### src/rtl/imem_program_loader_pkg.sv
// Shared instruction-field constants and loader state encoding.
package imem_program_loader_pkg;

  // Instruction field positions
  localparam int OPC_HI = 31;
  localparam int OPC_LO = 27;
  localparam int F1_HI  = 26;
  localparam int F1_LO  = 18;
  localparam int F2_HI  = 17;
  localparam int F2_LO  = 9;
  localparam int F3_HI  = 8;
  localparam int F3_LO  = 0;

  // Defined opcodes
  localparam logic [4:0] OPC_NOP  = 5'b10000;
  localparam logic [4:0] OPC_LI   = 5'b00101;
  localparam logic [4:0] OPC_ADD  = 5'b00000;
  localparam logic [4:0] OPC_BEQ  = 5'b10101;
  localparam logic [4:0] OPC_JUMP = 5'b10010;
  localparam logic [4:0] OPC_IN   = 5'b10110;
  localparam logic [4:0] OPC_OUT  = 5'b10111;

  // Highest defined opcode; anything above it is rejected
  localparam logic [4:0] MAX_OPCODE = OPC_OUT;

  typedef enum logic [2:0] {
    ST_IDLE,
    ST_LEN,
    ST_DATA,
    ST_WRITE,
    ST_DONE,
    ST_ERROR
  } load_state_t;

  // True when the opcode field of w does not exceed max_opc
  function automatic logic opcode_legal(input logic [31:0] w, input logic [4:0] max_opc);
    return w[OPC_HI:OPC_LO] <= max_opc;
  endfunction

endpackage

### src/rtl/imem_word_assembler.sv
// Big-endian byte-to-word assembler with opcode legality check.
// The first three bytes of a word live in a 24-bit shift register; the
// fourth byte is combined combinationally so the complete word and its
// legality are available in the same cycle as the final transfer.
module imem_word_assembler #(
  parameter logic [4:0] MAX_OPCODE = 5'b10111
) (
  input  logic        clock,
  input  logic        reset,
  input  logic        clear,
  input  logic        accept,
  input  logic [7:0]  byte_in,
  output logic [31:0] word,
  output logic        word_complete,
  output logic        opcode_ok
);
  import imem_program_loader_pkg::*;

  logic [23:0] shreg;
  logic [1:0]  cnt;

  // Shift accepted bytes in MSB-first; counter wraps to 0 after the 4th byte
  always_ff @(posedge clock or posedge reset) begin
    if (reset) begin
      shreg <= '0;
      cnt   <= '0;
    end else if (clear) begin
      shreg <= '0;
      cnt   <= '0;
    end else if (accept) begin
      shreg <= {shreg[15:0], byte_in};
      cnt   <= cnt + 2'd1;
    end
  end

  assign word          = {shreg, byte_in};
  assign word_complete = accept && (cnt == 2'd3);
  assign opcode_ok     = opcode_legal(word, MAX_OPCODE);

endmodule

### src/rtl/imem_program_loader.sv
// Byte-stream program loader for the 64 x 32-bit instruction memory.
// Stream format: one length byte N (1..DEPTH), then N big-endian words.
// The CPU is held while a load is in progress.
module imem_program_loader #(
  parameter int         DEPTH      = 64,
  parameter int         ADDR_WIDTH = 6,
  parameter logic [4:0] MAX_OPCODE = 5'b10111
) (
  input  logic                  clock,
  input  logic                  reset,
  input  logic                  load_start,
  input  logic [7:0]            in_data,
  input  logic                  in_valid,
  output logic                  in_ready,
  output logic                  wr_en,
  output logic [ADDR_WIDTH-1:0] wr_addr,
  output logic [31:0]           wr_data,
  output logic                  cpu_hold,
  output logic                  done,
  output logic                  error,
  output logic [ADDR_WIDTH:0]   words_loaded
);
  import imem_program_loader_pkg::*;

  localparam logic [ADDR_WIDTH-1:0] LAST_ADDR = ADDR_WIDTH'(DEPTH - 1);

  load_state_t           state, state_next;
  logic [ADDR_WIDTH:0]   len_q;
  logic [ADDR_WIDTH:0]   words_inc;
  logic                  xfer;
  logic                  len_bad;
  logic                  asm_accept;
  logic [31:0]           word;
  logic                  word_complete;
  logic                  opcode_ok;

  // A byte offered alongside load_start is dropped
  assign in_ready   = (state == ST_LEN) || (state == ST_DATA);
  assign xfer       = in_valid && in_ready && !load_start;
  assign asm_accept = xfer && (state == ST_DATA);
  assign len_bad    = (in_data == 8'd0) || (int'(in_data) > DEPTH);
  assign words_inc  = words_loaded + 1'b1;

  imem_word_assembler #(
    .MAX_OPCODE (MAX_OPCODE)
  ) u_asm (
    .clock         (clock),
    .reset         (reset),
    .clear         (load_start),
    .accept        (asm_accept),
    .byte_in       (in_data),
    .word          (word),
    .word_complete (word_complete),
    .opcode_ok     (opcode_ok)
  );

  // State register
  always_ff @(posedge clock or posedge reset) begin
    if (reset) state <= ST_IDLE;
    else       state <= state_next;
  end

  // Next-state and state-decoded outputs; load_start overrides every state
  always_comb begin
    state_next = state;
    wr_en      = 1'b0;
    cpu_hold   = 1'b0;
    done       = 1'b0;
    error      = 1'b0;
    case (state)
      ST_IDLE: ;
      ST_LEN: begin
        cpu_hold = 1'b1;
        if (xfer) state_next = len_bad ? ST_ERROR : ST_DATA;
      end
      ST_DATA: begin
        cpu_hold = 1'b1;
        if (word_complete) state_next = opcode_ok ? ST_WRITE : ST_ERROR;
      end
      ST_WRITE: begin
        cpu_hold   = 1'b1;
        wr_en      = 1'b1;
        state_next = (words_inc == len_q) ? ST_DONE : ST_DATA;
      end
      ST_DONE:  done  = 1'b1;
      ST_ERROR: error = 1'b1;
      default:  state_next = ST_IDLE;
    endcase
    if (load_start) state_next = ST_LEN;
  end

  // Length latch, write address/data and word count; wr_data/wr_addr hold between writes
  always_ff @(posedge clock or posedge reset) begin
    if (reset) begin
      len_q        <= '0;
      wr_addr      <= '0;
      wr_data      <= '0;
      words_loaded <= '0;
    end else if (load_start) begin
      wr_addr      <= '0;
      words_loaded <= '0;
    end else begin
      if (state == ST_LEN && xfer) len_q <= (ADDR_WIDTH+1)'(in_data);
      if (state == ST_DATA && word_complete && opcode_ok) wr_data <= word;
      if (state == ST_WRITE) begin
        words_loaded <= words_inc;
        // The last address stays put so a full-depth load never wraps to 0
        if (wr_addr != LAST_ADDR) wr_addr <= wr_addr + 1'b1;
      end
    end
  end

endmodule

### config.mk
export PLATFORM = sky130hd
export DESIGN_NAME = imem_program_loader
export DESIGN_NICKNAME = d
export VERILOG_FILES = /design/src/rtl/imem_program_loader_pkg.sv /design/src/rtl/imem_word_assembler.sv /design/src/rtl/imem_program_loader.sv
export SDC_FILE = /design/constraint.sdc
export NUM_CORES = 1
export LEC_CHECK = 0
export CORE_MARGIN = 1
export CORE_UTILIZATION = 53
export CTS_CLUSTER_SIZE = 16
export DETAILED_ROUTE_END_ITERATION = 12
export PLACE_DENSITY = 0.8
export SETUP_SLACK_MARGIN = 0.3
export SYNTH_ARGS = -nofsm -noshare
export SYNTH_HDL_FRONTEND = slang
export SYNTH_SLANG_ARGS = --single-unit
### constraint.sdc
create_clock -name clock -period 3.7 [get_ports clock]
set_input_delay 1.11 -clock clock [delete_from_list [all_inputs] [get_ports clock]]
set_output_delay 1.11 -clock clock [all_outputs]
set_load 0.05 [all_outputs]
Word level (Yosys, flattened, before mapping). Cells that the tools add are included.

Register bits: 81. Bits of input ports: 12. Output and inout bits: 50. Logic and storage cells: 65.

Add/sub/neg operators: 3. Magnitude comparators: 2. Equal/unequal tests: 11. Muxes and demuxes: 20. Bitwise logic cells: 1. Reduce and logical (&&, ||, !) cells: 21.

Operators with widths (number): $mux W24 (2); $mux W3 (6); $mux W6 (3); $mux W7 (2); $pmux W3 S4 (1); $gt A8 B7 Y1 const B (1); $logic_not A8 Y1 (1); $add A7 B1 Y7 const B (1); $eq A7 B7 Y1 (1); $logic_and A1 B1 Y1 (7); $add A6 B1 Y6 const B (1); $eq A3 B2 Y1 const B (2); $eq A3 B3 Y1 const B (2); $ne A3 B3 Y1 const B (2); $ne A6 B6 Y1 const B (1); $reduce_and A2 Y1 (3); $reduce_bool A2 Y1 (3); $reduce_or A3 Y1 (2); $le A5 B5 Y1 const B (1); $mux W1 (4); $mux W2 (2); $eq A3 B1 Y1 const B (1); $logic_not A3 Y1 (1); $reduce_and A3 Y1 (1); other kinds (6) (7).

Longest topological paths before layout.
Word-level depth: 9. Gate-level depth with buffers: 8. Depth with buffers taken out: 6.

Modules after synthesis. A second synthesis with hierarchy kept.

Cell total of the unflattened synthesis: 310. Area, all modules: 3886.2 sq um.

Modules (own cells, without submodules): imem_program_loader (instances 1, cells an instance 214, area an instance 2725.1 sq um, sequential area each 1376.3 sq um); imem_word_assembler (instances 1, cells an instance 96, area an instance 1161.1 sq um, sequential area each 650.6 sq um).

Worst setup path after synthesis. No wires, ideal clock.

Path type: register to output. Start point: reg state[0]. End point: out in_ready. Data arrival time: 1.540 ns. Required time: 2.590 ns. Slack: 1.050 ns. Stages on the path, launching flop included: 5. Path buffers: 1. Cells stage by stage: dfrtp_1 buf_6 and2b_2 inv_1 a21oi_1.

Longest elaborated chain between the ends: 2. Elaborated cells on any way between the ends: 3. Those cells by class: eq/ne (2); reduce/logical (1).

RTL lines: start: declaration (RTL line imem_program_loader.sv:27) `load_state_t state, state_next;`; start signal: assignment (RTL line imem_program_loader.sv:60) `else state <= state_next;`; $eq A3 B1 Y1 or $eq A3 B2 Y1 (tied branches) (RTL line imem_program_loader.sv:38) `assign in_ready = (state == ST_LEN) || (state == ST_DATA);`; $logic_or A1 B1 Y1 (*) (RTL line imem_program_loader.sv:38); end: declaration (RTL line imem_program_loader.sv:14) `output logic in_ready,`.

Mark *: on every way between the ends. The rest lies on a longest branch, timed or not.

Worst setup path in the final report. Ends and elaborated chain as after synthesis.

==> impl_metrics.toml <==
[worst_hold_path]
hold_path.class = "reg2reg"
hold_path_depth = 1
worstHoldEndpoint = "u_asm.cnt[0]$_DFFE_PP0P_"
min_from = "u_asm.cnt[0]$_DFFE_PP0P_"

[critical_path]
crit_path_start_kind = "flop"
cp_slowest_stage_delay_ns = 0.81
crit_slowest_cell = "clkdlybuf4s50_1"
critPathArrivalTime_ns = 2.12
critical_path_peak_fanout = 9
crit_required_ns = 2.59
crit_buf_inv = 2
worstRegToRegCells = 5
path_cells = "and2b_2, inv_1, a21oi_1, clkdlybuf4s50_1"
cpLargestDelayFamily = "buffers and inverters"
rrSetupSlack_ns = 1.67
end_kind = "output port"
reg2reg_to = "wr_data[1]$_DFFE_PP0P_"
criticalPathCategory = "reg2out"
reg2reg_from = "state[0]$_DFFE_PP0P_"

[yosys]
synth_area_leaders = "dfrtp_1 55%, mux2_4 12%, nand2_1 6.2%, nand3b_1 3.2%, xor2_1 3.1%"
yosysWarnings = 0
synth.distinct_cells = 39
ys_ff_latch = 81
syn_area_um2 = 3720
avgSynthCellArea_um2 = 11.5
synth.yosys.seq_area_share_pct = 54.5
yosysTopAreaCell = "dfrtp_1"
syn_nets = 339
synth_top_area_share_pct = 54.5
synthCells = 324

[route]
drc_errors = 0
drt_wl_total_um = 7180
wl_met3_um = 321
met2WireLength_um = 3220
highest_layer = "met4"
ant_nets = 0
wl_per_cell_um = 14.8
num_vias = 2585
first_pass_iters = 4
wl_met1_um = 3490
drtIter0Drc = 193
viasPerCell = 5.32

[pwr]
power_switching_w = 0.000506
seq_power_share_pct = 49.6
swShare_pct = 26.4
power.density_nw_per_um2 = 413
p_comb_share_pct = 11.7
p_int_w = 0.00141
ir_drop_mv = 0.311
power_frac_clock_pct = 38.7
power.leakage_nw = 2.29

[sta]
worst_pin_slew_ns = 0.531
holdWs_ns = 0.507
final_max_slew_viol_count = 0
tns_ns = 0
slew_headroom_pct = 64.6
fin_crit_sh_pct = 87.3
finalCriticalPeriod_ns = 3.23
skew_ns = 0.00886
rsz0062_at_grt = "false"
setup_viol = 0
fmax_mhz = 310
hold_viol_final = 0

[cts]
clock_latency_ns = 0.35
clockBufferDepth = 2
htree_levels = 3
cts.sinks = 81
clkTransAtPathRegs_ns = 0.08
cts_tree = "built"
cts_setup_buffers = 0
root_buffer = "clkbuf_8"
numCtsBuffers = 9

[die]
rows = 30
start_util_pct = 54.7
fp.dieW_um = 85.8
ioPinCount = 62
fp.coreArea_um2 = 6790
die_h_um = 85.8
fp.dieArea_um2 = 7350

[global_route]
antenna_found_initial = 0
grt_pass1_wl_um = 12300
grt_max_degree = 82
overflow = 0
grt_pass1_vias = 2466
grt_use_total_pct = 21.5

[layout]
fin_area_um2 = 4640
multiInputGateArea_um2 = 1580
fillers = 516
diodes = 0
final_nets = 400
drive_gt1_share_pct = 16.4
area_growth_pct = 24.8
regArea_um2 = 2030
final_core_util_pct = 68.3

[outcome]
status = "complete, no violations"

[place]
finalWeightedCongestion = 0.789
portBuffers = 61
dp_hpwl_um = 4620
post_dp_cell_area_um2 = 4410

[job]
cap_violations = 0
[layout by cell type, fill, tap and decap left out, types with 2 or more instances in the layout]
cell / n
buf_4: 4
nand3b_1: 16
xor2_1: 13
mux2_2: 7
bufinv_16: 2
nand3_1: 18
nor2_1: 18
inv_6: 3
clkbuf_8: 9
dfrtp_1: 81
o21ai_0: 6
nand2_1: 61
a21oi_1: 3
and3_1: 6
inv_1: 5
nand2b_1: 2
o22a_1: 2
nand4_1: 7
mux2_4: 30
nor3b_1: 2
nor3_1: 3
clkdlybuf4s50_1: 60
xnor2_1: 7
ha_1: 3
a22oi_1: 2
[state kept, by name (all words and copies together) (netlist names)]
register and cells:
words_loaded 7, state 3, wr_addr 6, u_asm.shreg 24, wr_data 32, u_asm.cnt 2
len_q 7
[area by class of cell]
cell class                 instances  share of cell area, %
inverter                           6                  0.512
timing repair buffer              66                   14.3
clock buffer                       9                   2.67
sequential                        81                   43.7
clock inverter                     7                   2.29
multi-input combinational        221                   34.0
tap                               96                   2.59
[per-layer routing]
| metal | vias up | GRT usage (%) |
|---|---|---|
| met4 | 0 | 7.58 |
| li1 | 1231 | - |
| met3 | 13 | 4.04 |
| met5 | - | 0 |
| met2 | 74 | 31.5 |
| met1 | 1267 | 32.1 |
[kinds of logic (layout without fill, tap and decap cells)]
| group | count (synthesis) | after routing | share of synthesized area, % |
|---|---|---|---|
| AO/OA/AOI/OAI | 22 | 22 | 4.21 |
| AND/OR/NAND/NOR | 138 | 138 | 17.9 |
| buffers and inverters | 22 | 88 | 3.13 |
| flip-flops | 81 | 81 | 54.5 |
| XOR/XNOR | 20 | 20 | 4.71 |
| adder cells (fa/ha/maj) | 3 | 3 | 1.01 |
| multiplexers | 38 | 38 | 14.5 |
[synthesized netlist by cell type, drive strengths merged]
library cell,number
dfrtp,81
nand2,62
mux2,37
nand3,18
nor2,18
nand3b,16
xor2,13
clkbuf,10
nand4,7
xnor2,7
and3,6
buf,6
inv,6
o21ai,6
a21oi,3
ha,3
nor3,3
a22oi,2
nand2b,2
nor3b,2
o22a,2
a211oi,1
a21o,1
a31o,1
a31oi,1
and2b,1
mux2i,1
nand4b,1
nor4,1
o211ai,1
o21bai,1
o221ai,1
o2bb2ai,1
o31a,1
or2,1
[power groups by stage]
stage / Clock [W] / Sequential (W) / Combinational (W)
global placement: 0 / 0.000966 / 0.000219
global route: 0.000790 / 0.000955 / 0.000243
CTS: 0.000754 / 0.000950 / 0.000227
detailed placement: 0 / 0.000968 / 0.000224
finish: 0.000740 / 0.000950 / 0.000225
floorplan: 0 / 0.000961 / 0.000161
[timing repair]
action | CTS | global route
hold buffers | 0 | 0
resized for setup | 0 | 1
endpoints found under the setup margin | 0 | 1
[worst max path at each step]
stage                                     from                 endpoint  cells past startpoint  slack [ns]
after CTS                 state[2]$_DFFE_PP0P_                    wr_en                      4        0.36
after global routing      state[0]$_DFFE_PP0P_                 in_ready                      4        0.38
after global placement              load_start   wr_data[3]$_DFFE_PP0P_                      6        0.74
after detailed placement            load_start  wr_data[12]$_DFFE_PP0P_                      6        0.71
final                     state[0]$_DFFE_PP0P_                 in_ready                      4        0.47
after floorplan                          reset     len_q[0]$_DFFE_PP0P_                      1        0.51
[metrics by stage]
| stage | total power (W) | cells | setup WS [ns] |
|---|---|---|---|
| 2_1_floorplan | 0.00112 | 324 | 0.510 |
| 3_3_place_gp | 0.00118 | 470 | 0.744 |
| 3_5_place_dp | 0.00119 | 470 | 0.714 |
| 4_1_cts | 0.00193 | 486 | 0.364 |
| 5_1_grt | 0.00199 | 486 | 0.377 |
| 6_report | 0.00191 | 486 | 0.469 |
No activity file was read; power rests on OpenSTA's default activity.
